**src/rtl/wb_pkg.sv**
```systemverilog
// Shared widths and the completion record used by the writeback commit unit.
// One record type serves the ALU/LSU requests, the buffer entries and the write port.
package wb_pkg;

    localparam int XLEN = 32;
    localparam int AW   = 5;

    typedef struct packed {
        logic [AW-1:0]   rd;
        logic [XLEN-1:0] data;
    } wb_req_t;

endpackage

```
**src/rtl/wb_fifo.sv**
```systemverilog
// Long-latency completion buffer: registered head, no fall-through.
// Pointers carry one extra wrap bit so full/empty come from an MSB compare.
module wb_fifo
    import wb_pkg::*;
#(
    parameter int DEPTH = 4
) (
    input  logic    clk,
    input  logic    rst_n,
    input  logic    push,
    input  wb_req_t push_data,
    input  logic    pop,
    output wb_req_t head,
    output logic    full,
    output logic    empty
);

    localparam int IW = $clog2(DEPTH);
    localparam int PW = IW + 1;

    logic [PW-1:0] wptr;
    logic [PW-1:0] rptr;
    wb_req_t       mem [DEPTH];
    logic          do_push;
    logic          do_pop;

    assign empty   = (wptr == rptr);
    assign full    = (wptr[PW-1] != rptr[PW-1]) && (wptr[IW-1:0] == rptr[IW-1:0]);
    assign head    = mem[rptr[IW-1:0]];
    assign do_push = push && !full;
    assign do_pop  = pop && !empty;

    always_ff @(posedge clk) begin
        if (!rst_n) begin
            wptr <= '0;
            rptr <= '0;
        end else begin
            if (do_push) begin
                wptr <= wptr + 1'b1;
            end
            if (do_pop) begin
                rptr <= rptr + 1'b1;
            end
        end
    end

    // Storage needs no reset: the pointers decide what is valid.
    always_ff @(posedge clk) begin
        if (do_push) begin
            mem[wptr[IW-1:0]] <= push_data;
        end
    end

endmodule

```
**src/rtl/wb_commit_unit.sv**
```systemverilog
// Writeback commit unit: arbitrates ALU and buffered long-latency completions onto
// the single register-file write port and keeps the busy scoreboard for issue stalls.
module wb_commit_unit #(
    parameter int XLEN       = 32,
    parameter int AW         = 5,
    parameter int FIFO_DEPTH = 4
) (
    input  logic              clk,
    input  logic              rst_n,
    input  logic              iss_valid,
    input  logic [AW-1:0]     iss_rd,
    input  logic [AW-1:0]     iss_rs1,
    input  logic [AW-1:0]     iss_rs2,
    input  logic              iss_rs1_en,
    input  logic              iss_rs2_en,
    output logic              iss_stall,
    input  logic              alu_valid,
    output logic              alu_ready,
    input  logic [AW-1:0]     alu_rd,
    input  logic [XLEN-1:0]   alu_data,
    input  logic              lsu_valid,
    output logic              lsu_ready,
    input  logic [AW-1:0]     lsu_rd,
    input  logic [XLEN-1:0]   lsu_data,
    output logic              wr_en,
    output logic [AW-1:0]     wr_addr,
    output logic [XLEN-1:0]   wr_data,
    output logic [2**AW-1:0]  busy,
    output logic              err
);

    import wb_pkg::wb_req_t;

    localparam int NREG = 2 ** AW;

    wb_req_t   alu_req;
    wb_req_t   lsu_req;
    wb_req_t   head;
    wb_req_t   win;
    wb_req_t   wr_q;
    logic      full;
    logic      empty;
    logic      push;
    logic      pop;
    logic      win_valid;
    logic      commit;
    logic      issue;
    logic [NREG-1:0] busy_q;
    logic [NREG-1:0] busy_next;

    assign alu_req = '{rd: alu_rd, data: alu_data};
    assign lsu_req = '{rd: lsu_rd, data: lsu_data};

    // Handshake: a completion transfers on a cycle where valid && ready at the edge;
    // ready depends only on buffer fullness and reset, never on valid.
    assign alu_ready = rst_n && !full;
    assign lsu_ready = rst_n && !full;
    assign push      = lsu_valid && lsu_ready;

    wb_fifo #(
        .DEPTH (FIFO_DEPTH)
    ) u_fifo (
        .clk       (clk),
        .rst_n     (rst_n),
        .push      (push),
        .push_data (lsu_req),
        .pop       (pop),
        .head      (head),
        .full      (full),
        .empty     (empty)
    );

    // A full buffer preempts the ALU so the oldest long-latency result cannot starve.
    always_comb begin
        win_valid = 1'b0;
        win       = alu_req;
        pop       = 1'b0;
        if (rst_n) begin
            if (full) begin
                win_valid = 1'b1;
                win       = head;
                pop       = 1'b1;
            end else if (alu_valid) begin
                win_valid = 1'b1;
            end else if (!empty) begin
                win_valid = 1'b1;
                win       = head;
                pop       = 1'b1;
            end
        end
    end

    assign commit = win_valid && (win.rd != '0);

    // No bypass from the clear in flight: a pending write still stalls its readers.
    assign iss_stall = iss_valid && ((iss_rs1_en && busy_q[iss_rs1]) ||
                                     (iss_rs2_en && busy_q[iss_rs2]) ||
                                     busy_q[iss_rd]);
    assign issue     = iss_valid && !iss_stall && (iss_rd != '0);

    always_comb begin
        busy_next = busy_q;
        if (wr_en) begin
            busy_next[wr_q.rd] = 1'b0;
        end
        if (issue) begin
            busy_next[iss_rd] = 1'b1;
        end
        busy_next[0] = 1'b0;
    end

    always_ff @(posedge clk) begin
        if (!rst_n) begin
            busy_q <= '0;
            wr_en  <= 1'b0;
            wr_q   <= '0;
            err    <= 1'b0;
        end else begin
            busy_q <= busy_next;
            wr_en  <= commit;
            if (commit) begin
                wr_q <= win;
            end
            if (commit && !busy_q[win.rd]) begin
                err <= 1'b1;
            end
        end
    end

    assign wr_addr = wr_q.rd;
    assign wr_data = wr_q.data;
    assign busy    = busy_q;

endmodule

```
**config.mk**
```make
export PLATFORM = sky130hd
export DESIGN_NAME = wb_commit_unit
export DESIGN_NICKNAME = d
export VERILOG_FILES = /design/src/rtl/wb_pkg.sv /design/src/rtl/wb_fifo.sv /design/src/rtl/wb_commit_unit.sv
export SDC_FILE = /design/constraint.sdc
export NUM_CORES = 1
export LEC_CHECK = 0
export ABC_AREA = 1
export BUFFER_PORTS_ARGS = -buffer_cell sky130_fd_sc_hd__buf_2
export CAP_MARGIN = 20
export CELL_PAD_IN_SITES_DETAIL_PLACEMENT = 1
export CELL_PAD_IN_SITES_GLOBAL_PLACEMENT = 1
export CORE_MARGIN = 5
export CORE_UTILIZATION = 46
export DETAILED_ROUTE_END_ITERATION = 7
export GPL_TIMING_DRIVEN = 0
export PLACE_DENSITY_LB_ADDON = 0.12
export SYNTH_ARGS = -nofsm -noshare
export SYNTH_HDL_FRONTEND = slang
export SYNTH_SLANG_ARGS = --single-unit
```
**constraint.sdc**
```tcl
create_clock -name clk -period 5.25 [get_ports clk]
set_input_delay 0.525 -clock clk [delete_from_list [all_inputs] [get_ports clk]]
set_output_delay 0.525 -clock clk [all_outputs]
set_load 0.005 [all_outputs]
```
**Word level (Yosys, flattened, before mapping)**

Memories as Yosys holds them, arrays and structs flattened. A register that Yosys moved wholly into a read port is not among the register bits.
Index checks and enable logic that the tools add are counted.

- Register bits after elaboration: 77
- Bits in latches: 0
- RAM bits: 148
- Memory bits (read-only): 0
- Input bits: 96
- Memories: 1

Memories:

| memory | depth | bits a word | read ports | clocked after Yosys merged registers in | wr ports | RTL line | RTL |
|---|---|---|---|---|---|---|---|
| u_fifo.mem | 4 | 37 | 1 | 1 | 1 | wb_fifo.sv:23 | `wb_req_t mem [DEPTH];` |

- Add/sub/neg operators: 2
- Multipliers: 0
- Divide/modulo/power cells: 0
- Magnitude comparators: 7
- Eq/ne operators: 3
- Shift operators: 0
- Multiplexer cells: 29
- Bitwise gates (word level): 3
- Reduce and logical (&&, ||, !) cells: 22

Operators by type and width:

| cell | number |
|---|---|
| two-way mux 37 bit | 4 |
| two-way mux 32 bit | 2 |
| bitwise AND 32 bit | 1 |
| inverter 32 bit | 1 |
| bitwise OR 32 bit | 1 |
| < comparator 5 x 6 -> 1 bit, second input constant | 5 |
| binary-select mux 1 bit (select 5 bit) | 4 |
| two-way mux 1 bit | 15 |
| logical AND 1 bit | 14 |
| demux 1 bit (select 5 bit) | 2 |
| greater-or-equal comparator 5 x 1 -> 1 bit, second input constant | 2 |
| nonzero test 5 bit | 2 |
| adder 3 x 1 -> 3 bit, second input constant | 2 |
| zero test 1 bit | 4 |
| two-way mux 2 bit | 2 |
| equality test 3 bit | 1 |
| equality test 2 bit | 1 |
| logical OR 1 bit | 2 |
| inequality test 1 bit | 1 |

**Longest topological paths before layout**

Gate-level depths: netlist (run 1).

- Depth in word-level cells: 10
- Mapped depth: 18
- Depth with buffers taken out: 18

**By module**

From an unflattened synthesis (run 1), not the netlist that was laid out.

- Cells, all modules: 1,177
- Area, all modules: 10,552.6 um^2

Modules (own cells, without submodules):

| module | instances | cells each | area each (um^2) |
|---|---|---|---|
| wb_fifo | 1 | 433 | 5,970.7 |
| wb_commit_unit | 1 | 744 | 4,581.9 |

**Worst setup path before layout (run 1)**

OpenSTA, ideal clock, no wires.

- Path type: input -> register
- Start point: in rst_n
- End point: mem u_fifo.mem[3][0] (netlist bit) (enable)
- Arrival: 2.738 ns
- Required time: 4.816 ns
- Path slack: 2.078 ns
- Stages on the path: 5
- Buffers on the path: 1
- Path through: clkbuf_1 -> o21ai_0 -> inv_1 -> nand2_1 -> nor2_1

- Word-level cells in the longest chain between the ends: 5

Ends and longest elaborated chain:

| element | RTL line | RTL |
|---|---|---|
| from (decl) | wb_commit_unit.sv:9 | `input logic rst_n,` |
| logical AND 1 bit | -- |  |
| named net alu_ready | wb_commit_unit.sv:18 | `output logic alu_ready,` |
| logical AND 1 bit | wb_commit_unit.sv:58 | `assign push = lsu_valid && lsu_ready;` |
| logical AND 1 bit | wb_fifo.sv:30 | `assign do_push = push && !full;` |
| two-way mux 1 bit | wb_fifo.sv:49 | `if (do_push) begin` |
| two-way mux 1 bit (not written as such) | wb_fifo.sv:50 | `mem[wptr[IW-1:0]] <= push_data;` |
| to (decl) | wb_fifo.sv:23 |  |

The timed path passes the listed nets, and every way through them passes these cells.

**Worst setup path after layout (run 1)**

- Start point: reg busy_q[17], in the netlist busy[17]
- End point: out iss_stall

- Word-level cells in the longest chain between the ends: 6
- Elaborated cells between the ends (all ways): 11
- Classes of those cells: 6 x mux; 5 x reduce/logical

Ends and longest elaborated chain:

| element | RTL line | RTL |
|---|---|---|
| from (decl) | wb_commit_unit.sv:48 | `logic [NREG-1:0] busy_q;` |
| from (signal assigned) | wb_commit_unit.sv:119 | `busy_q <= busy_next;` |
| binary-select mux 1 bit (select 5 bit), on equally long branches | wb_commit_unit.sv:96, wb_commit_unit.sv:97 |  |
| two-way mux 1 bit, on equally long branches | wb_commit_unit.sv:96, wb_commit_unit.sv:97 |  |
| logical AND 1 bit, on equally long branches | wb_commit_unit.sv:96, wb_commit_unit.sv:97 |  |
| logical OR 1 bit | wb_commit_unit.sv:96 | `assign iss_stall = iss_valid && ((iss_rs1_en && busy_q[iss_rs1]) \|\|` |
| logical OR 1 bit (*) | wb_commit_unit.sv:97 | `(iss_rs2_en && busy_q[iss_rs2]) \|\|` |
| logical AND 1 bit (*) | wb_commit_unit.sv:96 |  |
| to (decl) | wb_commit_unit.sv:16 | `output logic iss_stall,` |

Mark *: on every way between the ends. The rest lies on a longest branch, timed or not. The select of a mux whose other input is x is not followed.

==> results.json, run 1 <==
{
  "drive_gt1_share_pct": 19.3,
  "status": "completed",
  "period_needed_ns": 2.94,
  "cts.sinks": 226,
  "endpoint_kind": "output pin",
  "io_buffer_count": 168,
  "cts_setup_buffers": 0,
  "die-height_microns": 159,
  "max_slew_margin_pct": 52.7,
  "grt_usage_pct": 28.1,
  "fin_skew_ns": 0.0291,
  "placedCellCount": 1575,
  "setup_tns_ns": 0,
  "clk_latency_ns": 0.55,
  "cts_max_path_buffers": 3,
  "multiInputGateArea_sq_mm": 0.00369,
  "cp_max_fo": 4,
  "final_antenna_net_count": 0,
  "grt_max_degree": 29,
  "syn_to_final_growth_pct": 21.3,
  "yosysTopAreaCell": "edfxtp_1",
  "setup_viol": 0,
  "htree_num_levels": 1,
  "overflow": 0,
  "crit_type": "reg2out",
  "cts_resized": 0,
  "place_area_sq_mm": 0.0116,
  "yosysUniqueCellTypes": 34,
  "grt_pass1_wl_microns": 56900,
  "path_clk_slew_ns": 0.07,
  "cap_violations": 0,
  "hp-class": "in2reg",
  "ioPinCount": 170,
  "swShare_pct": 30.4,
  "synth_fp_nets": 1224,
  "synth-edff-count": 148,
  "leakagePower_nw": 4.89,
  "vias": 9625,
  "fp.dieW_microns": 159,
  "synth-seq-cells": 226,
  "start_util_pct": 46.9,
  "cp-start-kind": "flip-flop",
  "intPower_w": 0.00341,
  "drt_first_pass_iters": 5,
  "grt_pass1_vias": 10100,
  "worst-endpoint-required_ns": 4.72,
  "dieArea_sq_mm": 0.0254,
  "yosysWarnings": 0,
  "drtIter0Drc": 744,
  "fmaxAchievable_mhz": 340,
  "ctsHoldBuffers": 0,
  "hpwl_microns": 26100,
  "fin_crit_sh_pct": 56.0,
  "coreArea_sq_mm": 0.0219,
  "syn_area_per_cell_sq_um": 9.15,
  "synth.top_cells.by_area": "edfxtp_1, dfxtp_1, o21ai_0",
  "synth.most_common_cell": "o21ai_0",
  "power.net_switching_w": 0.00149,
  "cts_root_buffer": "clkbuf_16",
  "rows": 54,
  "vias_per_cell": 5.93,
  "place.gp.congestion": 0.933,
  "wl_per_cell_microns": 23.0,
  "routed_wirelength_microns": 37400,
  "synth_ff_type": "edfxtp_1",
  "fin_area_sq_mm": 0.0125,
  "p_clk_share_pct": 38.1,
  "cp.arrival_ns": 2.42,
  "cts_tree": "yes",
  "cts_buffers": 25,
  "final_nets": 1423,
  "tightest_slew_ns": 0.709,
  "rsz0062_at_grt": "no",
  "syn_inst": 1123,
  "netlist_area_sq_mm": 0.0103,
  "layout.area.seq_sq_mm": 0.00601,
  "fin_cells": 1624,
  "vdd_drop_max_v": 0.000297,
  "synth_async_sr_flop_share_pct": 0,
  "pwr-share-seq_pct": 41.9,
  "maxSlewViolCount": 0,
  "total_power_w": 0.00490,
  "ys_seq_area_share_pct": 58.5,
  "drc": 0,
  "antenna_found_initial": 6,
  "power_density_mw_per_mm2": 393,
  "p_comb_share_pct": 20.0,
  "hold_violations": 0,
  "synth_top_cell_area_share_pct": 43.3,
  "fillers": 2595,
  "ys_top_cells_by_count": "o21ai_0, nor2_1, edfxtp_1, nand2_1, dfxtp_1",
  "hold_ws_ns": 0.194
}
## area by class of cell
class / instances / area share, %
antenna: 3 / 0.0603
buffer: 68 / 2.45
clock buffer: 32 / 5.55
clock inverter: 14 / 1.47
inverter: 80 / 2.42
multi-input combinational: 749 / 29.6
sequential: 226 / 48.2
tap: 280 / 2.81
timing repair buffer: 172 / 7.39
## critical path: stages (launching register included)
cell	delay [ns]
dfxtp_1	0.48
inv_1	0.16
o21ai_0	0.17
a21oi_1	0.06
o21ai_0	0.17
nand3b_1	0.09
nand3_1	0.07
nand2_1	0.06
nor2_1	0.25
o21ai_0	0.17
inv_1	0.09
buf_2	0.11
## routing by layer
metal / wire length [microns] / share of wire [%] / GRT usage [%]
met1: 15400 / 41 / 36.7
met2: 18200 / 49 / 47.6
met3: 2810 / 7.5 / 5.95
met4: 1000 / 2.7 / 8.07
met5: 26 / 0.069 / 0
## flip-flops by register name (all words and copies together) (netlist names), named ones only
register,cells
wr_data,32
u_fifo.wptr,3
err,1
u_fifo.rptr,3
wr_addr,5
wr_en,1
busy,31
u_fifo.mem,148
## final timing paths
check | start | endpoint | slack [ns] | cells after the start
max | busy[17]$_SDFF_PN0_ | iss_stall | 2.31 | 11
min | lsu_data[3] | u_fifo.mem[0][3]$_DFFE_PP_ | 0.19 | 1
max reg2reg | flip-flop | wr_data[25]$_SDFFE_PN0P_ | 2.48 | 11
min reg2reg | u_fifo.wptr[2]$_SDFFE_PN0P_ | u_fifo.wptr[2]$_SDFFE_PN0P_ | 0.48 | 1
## power groups by stage
stage	registers, W	clock network (W)	logic (W)
final	0.00205	0.00187	0.000981
after global routing	0.00206	0.00196	0.00108
after CTS	0.00205	0.00188	0.000977
after detailed placement	0.00208	0	0.000964
after global placement	0.00208	0	0.000913
after floorplan	0.00208	0	0.000557
## logic make-up (layout without fill, tap and decap cells)
group | after synthesis | count (layout) | share of synthesized area (%)
AND/OR/NAND/NOR | 394 | 394 | 16.5
AO/OA/AOI/OAI | 348 | 348 | 18.4
flip-flops | 226 | 226 | 58.5
buffers and inverters | 148 | 366 | 5.91
adder cells (fa/ha/maj) | 5 | 5 | 0.609
other | 1 | 4 | 0.0365
XOR/XNOR | 1 | 1 | 0.158
## through the flow
step / worst slack [ns] / util (%)
after floorplan: 2.08 / -
after global placement: 0.0610 / 52.4
after detailed placement: 2.26 / 52.9
after CTS: 2.33 / 56.9
after global routing: 2.14 / 56.9
final: 2.31 / 56.9
## cells in the final DEF, fill, tap and decap left out, types with 2 or more instances in the layout
master / synthesis / layout
bufinv_16: 0 / 4
inv_1: 75 / 75
nand4_1: 34 / 34
clkbuf_8: 0 / 4
a22oi_1: 2 / 2
o21ai_1: 43 / 43
o221ai_1: 20 / 20
buf_1: 4 / 4
o211ai_1: 2 / 2
nand2_1: 132 / 132
clkinv_1: 0 / 2
diode_2: 0 / 3
clkbuf_1: 38 / 41
inv_2: 4 / 4
dfxtp_1: 78 / 78
o21ai_0: 166 / 166
o22ai_1: 31 / 31
nor2_1: 155 / 151
nor2_4: 0 / 4
nand3b_1: 2 / 2
clkbuf_16: 0 / 25
nor2_2: 3 / 3
nand3_1: 54 / 54
a211oi_1: 3 / 3
edfxtp_1: 148 / 148
buf_12: 0 / 4
o21ai_2: 3 / 3
buf_4: 7 / 7
a21oi_1: 77 / 77
nor3_1: 9 / 9
clkinv_2: 1 / 8
ha_1: 5 / 5
buf_2: 19 / 187
No activity file was read; power rests on OpenSTA's default activity.
==> run 2: changes to the inputs <==
Settings changed: CORE_UTILIZATION 46 to 39.
Clock period 5.25 ns to 2.45 ns, I/O delays scaled along.
==> run 2 against run 1 <==
Effect of this change:
- critical path depth up 3
- routed wire length increased by 1.3%
- utilization decreased by 5.5 points
- sequential share of layout area is 3.1 points lower
- non-clock buffer count is 57 higher
- die area is 17% higher
- clock-buffer cell count down 3
- largest power group unchanged
==> results.json, run 2 (synthesized netlist as in run 1, its figures left out) <==
{
  "insertedDiodeCount": 0,
  "r2r-end": "wr_data[4]$_SDFFE_PN0P_",
  "min_from": "alu_data[20]",
  "cap_violations": 0,
  "status": "completed",
  "swShare_pct": 29.5,
  "vdd_drop_max_v": 0.000685,
  "start_util_pct": 39.5,
  "die-height_microns": 172,
  "setup_tns_ns": 0,
  "fp.dieW_microns": 172,
  "hold_violations": 0,
  "period_needed_ns": 2.35,
  "hp-class": "in2reg",
  "largest_reg_flops": 148,
  "hold_depth": 3,
  "cts_buffers": 26,
  "p_comb_share_pct": 20.9,
  "intPower_w": 0.00778,
  "grt_pass1_vias": 10000,
  "cts.sinks": 226,
  "tightest_slew_ns": 0.763,
  "cts_root_buffer": "clkbuf_16",
  "final_nets": 1482,
  "fin_util_pct": 51.4,
  "p_clk_share_pct": 39.4,
  "antenna_found_initial": 2,
  "drive_gt1_share_pct": 23.3,
  "grt_max_degree": 27,
  "cp-start-kind": "flip-flop",
  "fillers": 3057,
  "crit_type": "reg2reg",
  "cp_max_fo": 10,
  "vias": 9678,
  "setup_viol": 0,
  "drt_first_pass_iters": 5,
  "power.net_switching_w": 0.00326,
  "hpwl_microns": 25800,
  "layout_commonest_cell": "buf_2",
  "grt_usage_pct": 24.7,
  "drc": 0,
  "grt_pass1_wl_microns": 56600,
  "vias_per_cell": 5.57,
  "syn_to_final_growth_pct": 30.1,
  "pwr-share-seq_pct": 39.7,
  "r2r_start": "u_fifo.wptr[0]$_SDFFE_PN0P_",
  "hold_ws_ns": 0.0340,
  "final_cell_mix": "buf_2, o21ai_0, nor2_1",
  "io_buffer_count": 168,
  "power_density_mw_per_mm2": 826,
  "maxSlewViolCount": 0,
  "cp.arrival_ns": 2.82,
  "final_antenna_net_count": 0,
  "clk_latency_ns": 0.54,
  "drtIter0Drc": 752,
  "r2r_cells": 14,
  "overflow": 0,
  "coreArea_sq_mm": 0.0260,
  "leakagePower_nw": 5.26,
  "path_clk_slew_ns": 0.06,
  "min_to": "wr_data[20]$_SDFFE_PN0P_",
  "place.gp.congestion": 0.889,
  "rsz0062_at_grt": "yes",
  "cts_tree": "yes",
  "wl_per_cell_microns": 21.8,
  "r2r_slack_ns": 0.10,
  "routed_wirelength_microns": 37900,
  "dieArea_sq_mm": 0.0297,
  "htree_num_levels": 1,
  "cts_max_path_buffers": 3,
  "ioPinCount": 170,
  "fmaxAchievable_mhz": 426,
  "max_slew_margin_pct": 48.6,
  "worst-endpoint-required_ns": 2.92,
  "rows": 59,
  "fin_crit_sh_pct": 95.9,
  "fin_skew_ns": 0.0122,
  "endpoint_kind": "flip-flop"
}
## run 2: cell types whose count changed in the layout (fill, tap and decap cells not counted), moves of 6 or more
cell           delta
buf_4            +15
dlygate4sd3_1    +37
o21ai_1           +7
o21ai_0           -7
nand2_1           -6
dfxtp_1          -17
clkbuf_2          +8
buf_2             -8
dfxtp_2          +15
clkbuf_1          -9
inv_1             -6
## run 2: worst max-delay path by stage
stage	startpoint	end	slack [ns]	depth (start not counted)
finish	u_fifo.wptr[0]$_SDFFE_PN0P_	wr_data[4]$_SDFFE_PN0P_	0.10	14
global route	u_fifo.wptr[1]$_SDFFE_PN0P_	wr_data[18]$_SDFFE_PN0P_	-0.08	17
CTS	u_fifo.wptr[0]$_SDFFE_PN0P_	wr_data[18]$_SDFFE_PN0P_	0.007	11
detailed placement	rst_n	u_fifo.mem[2][9]$_DFFE_PP_	-0.44	7
global placement	rst_n	u_fifo.mem[0][23]$_DFFE_PP_	-2.38	6
floorplan	u_fifo.wptr[1]$_SDFFE_PN0P_	u_fifo.mem[0][0]$_DFFE_PP_	-0.52	8
## run 2: per-layer routing
metal,wire [microns],vias up,global-route usage [%]
li1,-,4505,-
met1,16800,4809,34.0
met2,17700,304,40.8
met3,2720,56,4.82
met4,592,4,5.67
met5,21,-,0
## run 2: final cells by class
cell class	instances	area, sq um	area share, %
sequential	226	6030	45.1
multi-input combinational	750	3770	28.2
timing repair buffer	229	1500	11.2
clock buffer	29	682	5.10
tap	335	419	3.14
buffer	68	362	2.71
inverter	80	310	2.32
clock inverter	19	288	2.15
## run 2: metrics by stage
step	power (W)	setup slack (ns)	area (sq um)	instances
finish	0.0110	0.102	13400	1736
CTS	0.0109	0.00703	13100	1724
floorplan	0.00564	-0.522	10300	1123
global placement	0.00646	-2.38	11500	1626
detailed placement	0.00653	-0.437	11700	1630
global route	0.0115	-0.0758	13400	1736
## run 2: worst max-delay path, stage by stage, from the launching register on
cell     delay, ns
dfxtp_2       0.35
xnor2_2       0.19
nand2_1       0.10
nand2_2       0.11
nand3_4       0.15
or2_4         0.30
o21ai_4       0.09
nand4_2       0.14
nor2_2        0.20
nor2_4        0.06
buf_12        0.17
inv_4         0.08
buf_6         0.16
nor2_1        0.06
nor2_1        0.11
## run 2: repair_timing
action / CTS / global route
cloned: 1 / 0
resized for setup: 10 / 79
hold buffers: 37 / 0
buffers inserted: 8 / 12
endpoints found under the hold margin: 148 / 0
pin swaps: 4 / 6
setup endpoints to repair: 115 / 40
## run 2: power by group through the flow
stage               clock network, W  registers, W  logic (W)
floorplan                          0       0.00445    0.00119
global placement                   0       0.00447    0.00199
detailed placement                 0       0.00447    0.00206
CTS                          0.00441       0.00439    0.00214
global route                 0.00460       0.00441    0.00254
finish                       0.00435       0.00439    0.00231
==> run 3: changes to the inputs <==
Settings changed: CORE_ASPECT_RATIO set to 2.
==> run 3 against run 2 <==
Effect of this change:
- sequential cell count unchanged
- utilization down 1.5 points
- clock skew up 0.0022 ns
- cell area down 2.3%
- largest power group unchanged
- power down 10%
- highest routed layer is now met4
- global-route usage up 1.8 points
- largest cell class unchanged
- critical path depth down 4
- the run now ends with negative setup slack left
==> results.json, run 3 (synthesized netlist as in run 1, its figures left out) <==
{
  "status": "finished, violations left",
  "violations": "negative setup slack",
  "routed_wirelength_microns": 40400,
  "hpwl_microns": 30200,
  "critPathLaunch": "busy[11]$_SDFF_PN0_",
  "fin_crit_sh_pct": 101,
  "cts_tree": "yes",
  "final_nets": 1471,
  "io_buffer_count": 168,
  "grt_max_degree": 23,
  "antenna_found_initial": 3,
  "syn_to_final_growth_pct": 27.1,
  "power_density_mw_per_mm2": 762,
  "total_power_w": 0.00995,
  "cts_root_buffer": "clkbuf_16",
  "final_antenna_net_count": 0,
  "fmaxAchievable_mhz": 404,
  "hp-class": "in2reg",
  "cp-start-kind": "flip-flop",
  "maxSlewViolCount": 0,
  "r2r_slack_ns": 0.11,
  "r2r-end": "wr_data[19]$_SDFFE_PN0P_",
  "cp-endpoint": "iss_stall",
  "path_clk_slew_ns": 0.07,
  "cpLargestDelayFamily": "buffers and inverters",
  "cts_max_path_buffers": 3,
  "grt_pass1_wl_microns": 60300,
  "cp_max_fo": 3,
  "endpoint_kind": "output pin",
  "r2r_cells": 15,
  "wl_per_cell_microns": 23.4,
  "vias": 9548,
  "worst-endpoint-required_ns": 2.20,
  "start_util_pct": 39.3,
  "crit_type": "reg2out",
  "fillers": 3057,
  "hold_violations": 0,
  "placedCellCount": 1639,
  "setup_viol": 1,
  "clk_latency_ns": 0.52,
  "coreArea_sq_mm": 0.0262,
  "cp_slowest_cell": "dfxtp_2",
  "rows": 84,
  "max_slew_margin_pct": 45.0,
  "fin_util_pct": 49.9,
  "layout.area.seq_sq_mm": 0.00603,
  "rsz0062_at_grt": "yes",
  "fp.dieW_microns": 125,
  "grt_pass1_vias": 10300,
  "path_common_cell": "a21oi_1",
  "vias_per_cell": 5.52,
  "fin_cells": 1730,
  "r2r_start": "u_fifo.wptr[1]$_SDFFE_PN0P_",
  "max_stage_delay_ns": 0.36,
  "cts_buffers": 21,
  "place_area_sq_mm": 0.0117,
  "crit_buf_inv": 4,
  "leakagePower_nw": 5.08,
  "ioPinCount": 170,
  "tightest_slew_ns": 0.819,
  "fin_area_sq_mm": 0.0131,
  "overflow": 0,
  "crit_path_cell_trace": "clkinvlp_4 -> buf_6 -> a21oi_1 -> a21oi_1 -> a21oi_1 -> nor3_2 -> nor2_2 -> o21ai_1 -> inv_1 -> buf_2",
  "multiInputGateArea_sq_mm": 0.00379,
  "crit_cells": 10,
  "hold_ws_ns": 0.0427,
  "place.gp.congestion": 0.995,
  "vdd_drop_max_v": 0.000732,
  "drc": 0,
  "grt_usage_pct": 26.5,
  "period_needed_ns": 2.47,
  "htree_num_levels": 1,
  "drtIter0Drc": 510,
  "cap_violations": 0,
  "setup_ws_ns": -0.0245,
  "fin_skew_ns": 0.0144,
  "final_cell_mix": "buf_2, o21ai_0, nor2_1",
  "cts.sinks": 226,
  "largest_reg_flops": 148,
  "cp.arrival_ns": 2.23,
  "die-height_microns": 240,
  "drt_first_pass_iters": 5,
  "dieArea_sq_mm": 0.0299,
  "drive_gt1_share_pct": 22.0,
  "layout_commonest_cell": "buf_2"
}
-- run 3: cell types whose count changed in the layout (fill, tap and decap cells not counted), moves of 2 or more --
cell	previous run	this run
buf_4	22	17
bufinv_16	7	2
clkbuf_16	26	21
clkbuf_1	32	36
clkinvlp_4	1	4
dfxtp_2	15	12
clkbuf_4	5	3
dfxtp_1	61	63
nand2_2	6	4
o21ai_1	50	48
-- run 3: metal layers --
metal	vias up	track usage (%)	part of all wire, %
met2	275	52.5	56
met4	0	19.6	8.1
li1	4476	-	-
met3	116	3.26	3.6
met1	4681	24.1	32
met5	-	0	0
-- run 3: layout make-up --
cell class              instances  area share, %
clock buffers                  26           4.24
repair buffers                224           11.2
plain buffers                  68           2.73
flip-flops and latches        226           46.2
well taps                     344           3.30
clock inverters                12          0.910
inverters                      80           2.44
multi-input cells             749           29.0
diodes                          1         0.0192
-- run 3: report_power, final --
group | total [W] | internal (W) | leakage, nW | switching, W
combinational | 0.00226 | 0.000763 | 2.76 | 0.00150
sequential | 0.00441 | 0.00425 | 1.99 | 0.000151
clock | 0.00328 | 0.00183 | 0.323 | 0.00145
-- run 3: how the worst min path moves through the flow --
stage	slack [ns]	end	start	depth (start not counted)
detailed placement	0.46	u_fifo.mem[3][1]$_DFFE_PP_	lsu_data[1]	1
floorplan	0.34	u_fifo.mem[0][0]$_DFFE_PP_	lsu_data[0]	0
finish	0.04	wr_data[1]$_SDFFE_PN0P_	alu_data[1]	3
global placement	0.46	u_fifo.mem[2][1]$_DFFE_PP_	lsu_data[1]	1
global route	0.06	wr_data[1]$_SDFFE_PN0P_	alu_data[1]	3
CTS	0.03	wr_data[20]$_SDFFE_PN0P_	alu_data[20]	3
-- run 3: worst min-delay path, cell delays in order --
cell     delay (ns)
buf_2          0.08
o21ai_0        0.07
a21oi_1        0.13
-- run 3: per-stage QoR --
stage / worst slack [ns] / setup TNS, ns
2_1_floorplan: -0.522 / -57.98
3_3_place_gp: -2.28 / -298.14
3_5_place_dp: -0.279 / -27.84
4_1_cts: -0.0456 / -0.0456
5_1_grt: -0.115 / -0.220
6_report: -0.0245 / -0.0245
-- run 3: what timing repair did --
action | 4_1_cts | 5_1_grt
hold endpoints to repair | 148 | 0
pin swaps | 5 | 9
hold buffers | 37 | 0
gates resized for setup | 25 | 62
buffers inserted | 6 | 9
setup endpoints to repair | 121 | 39
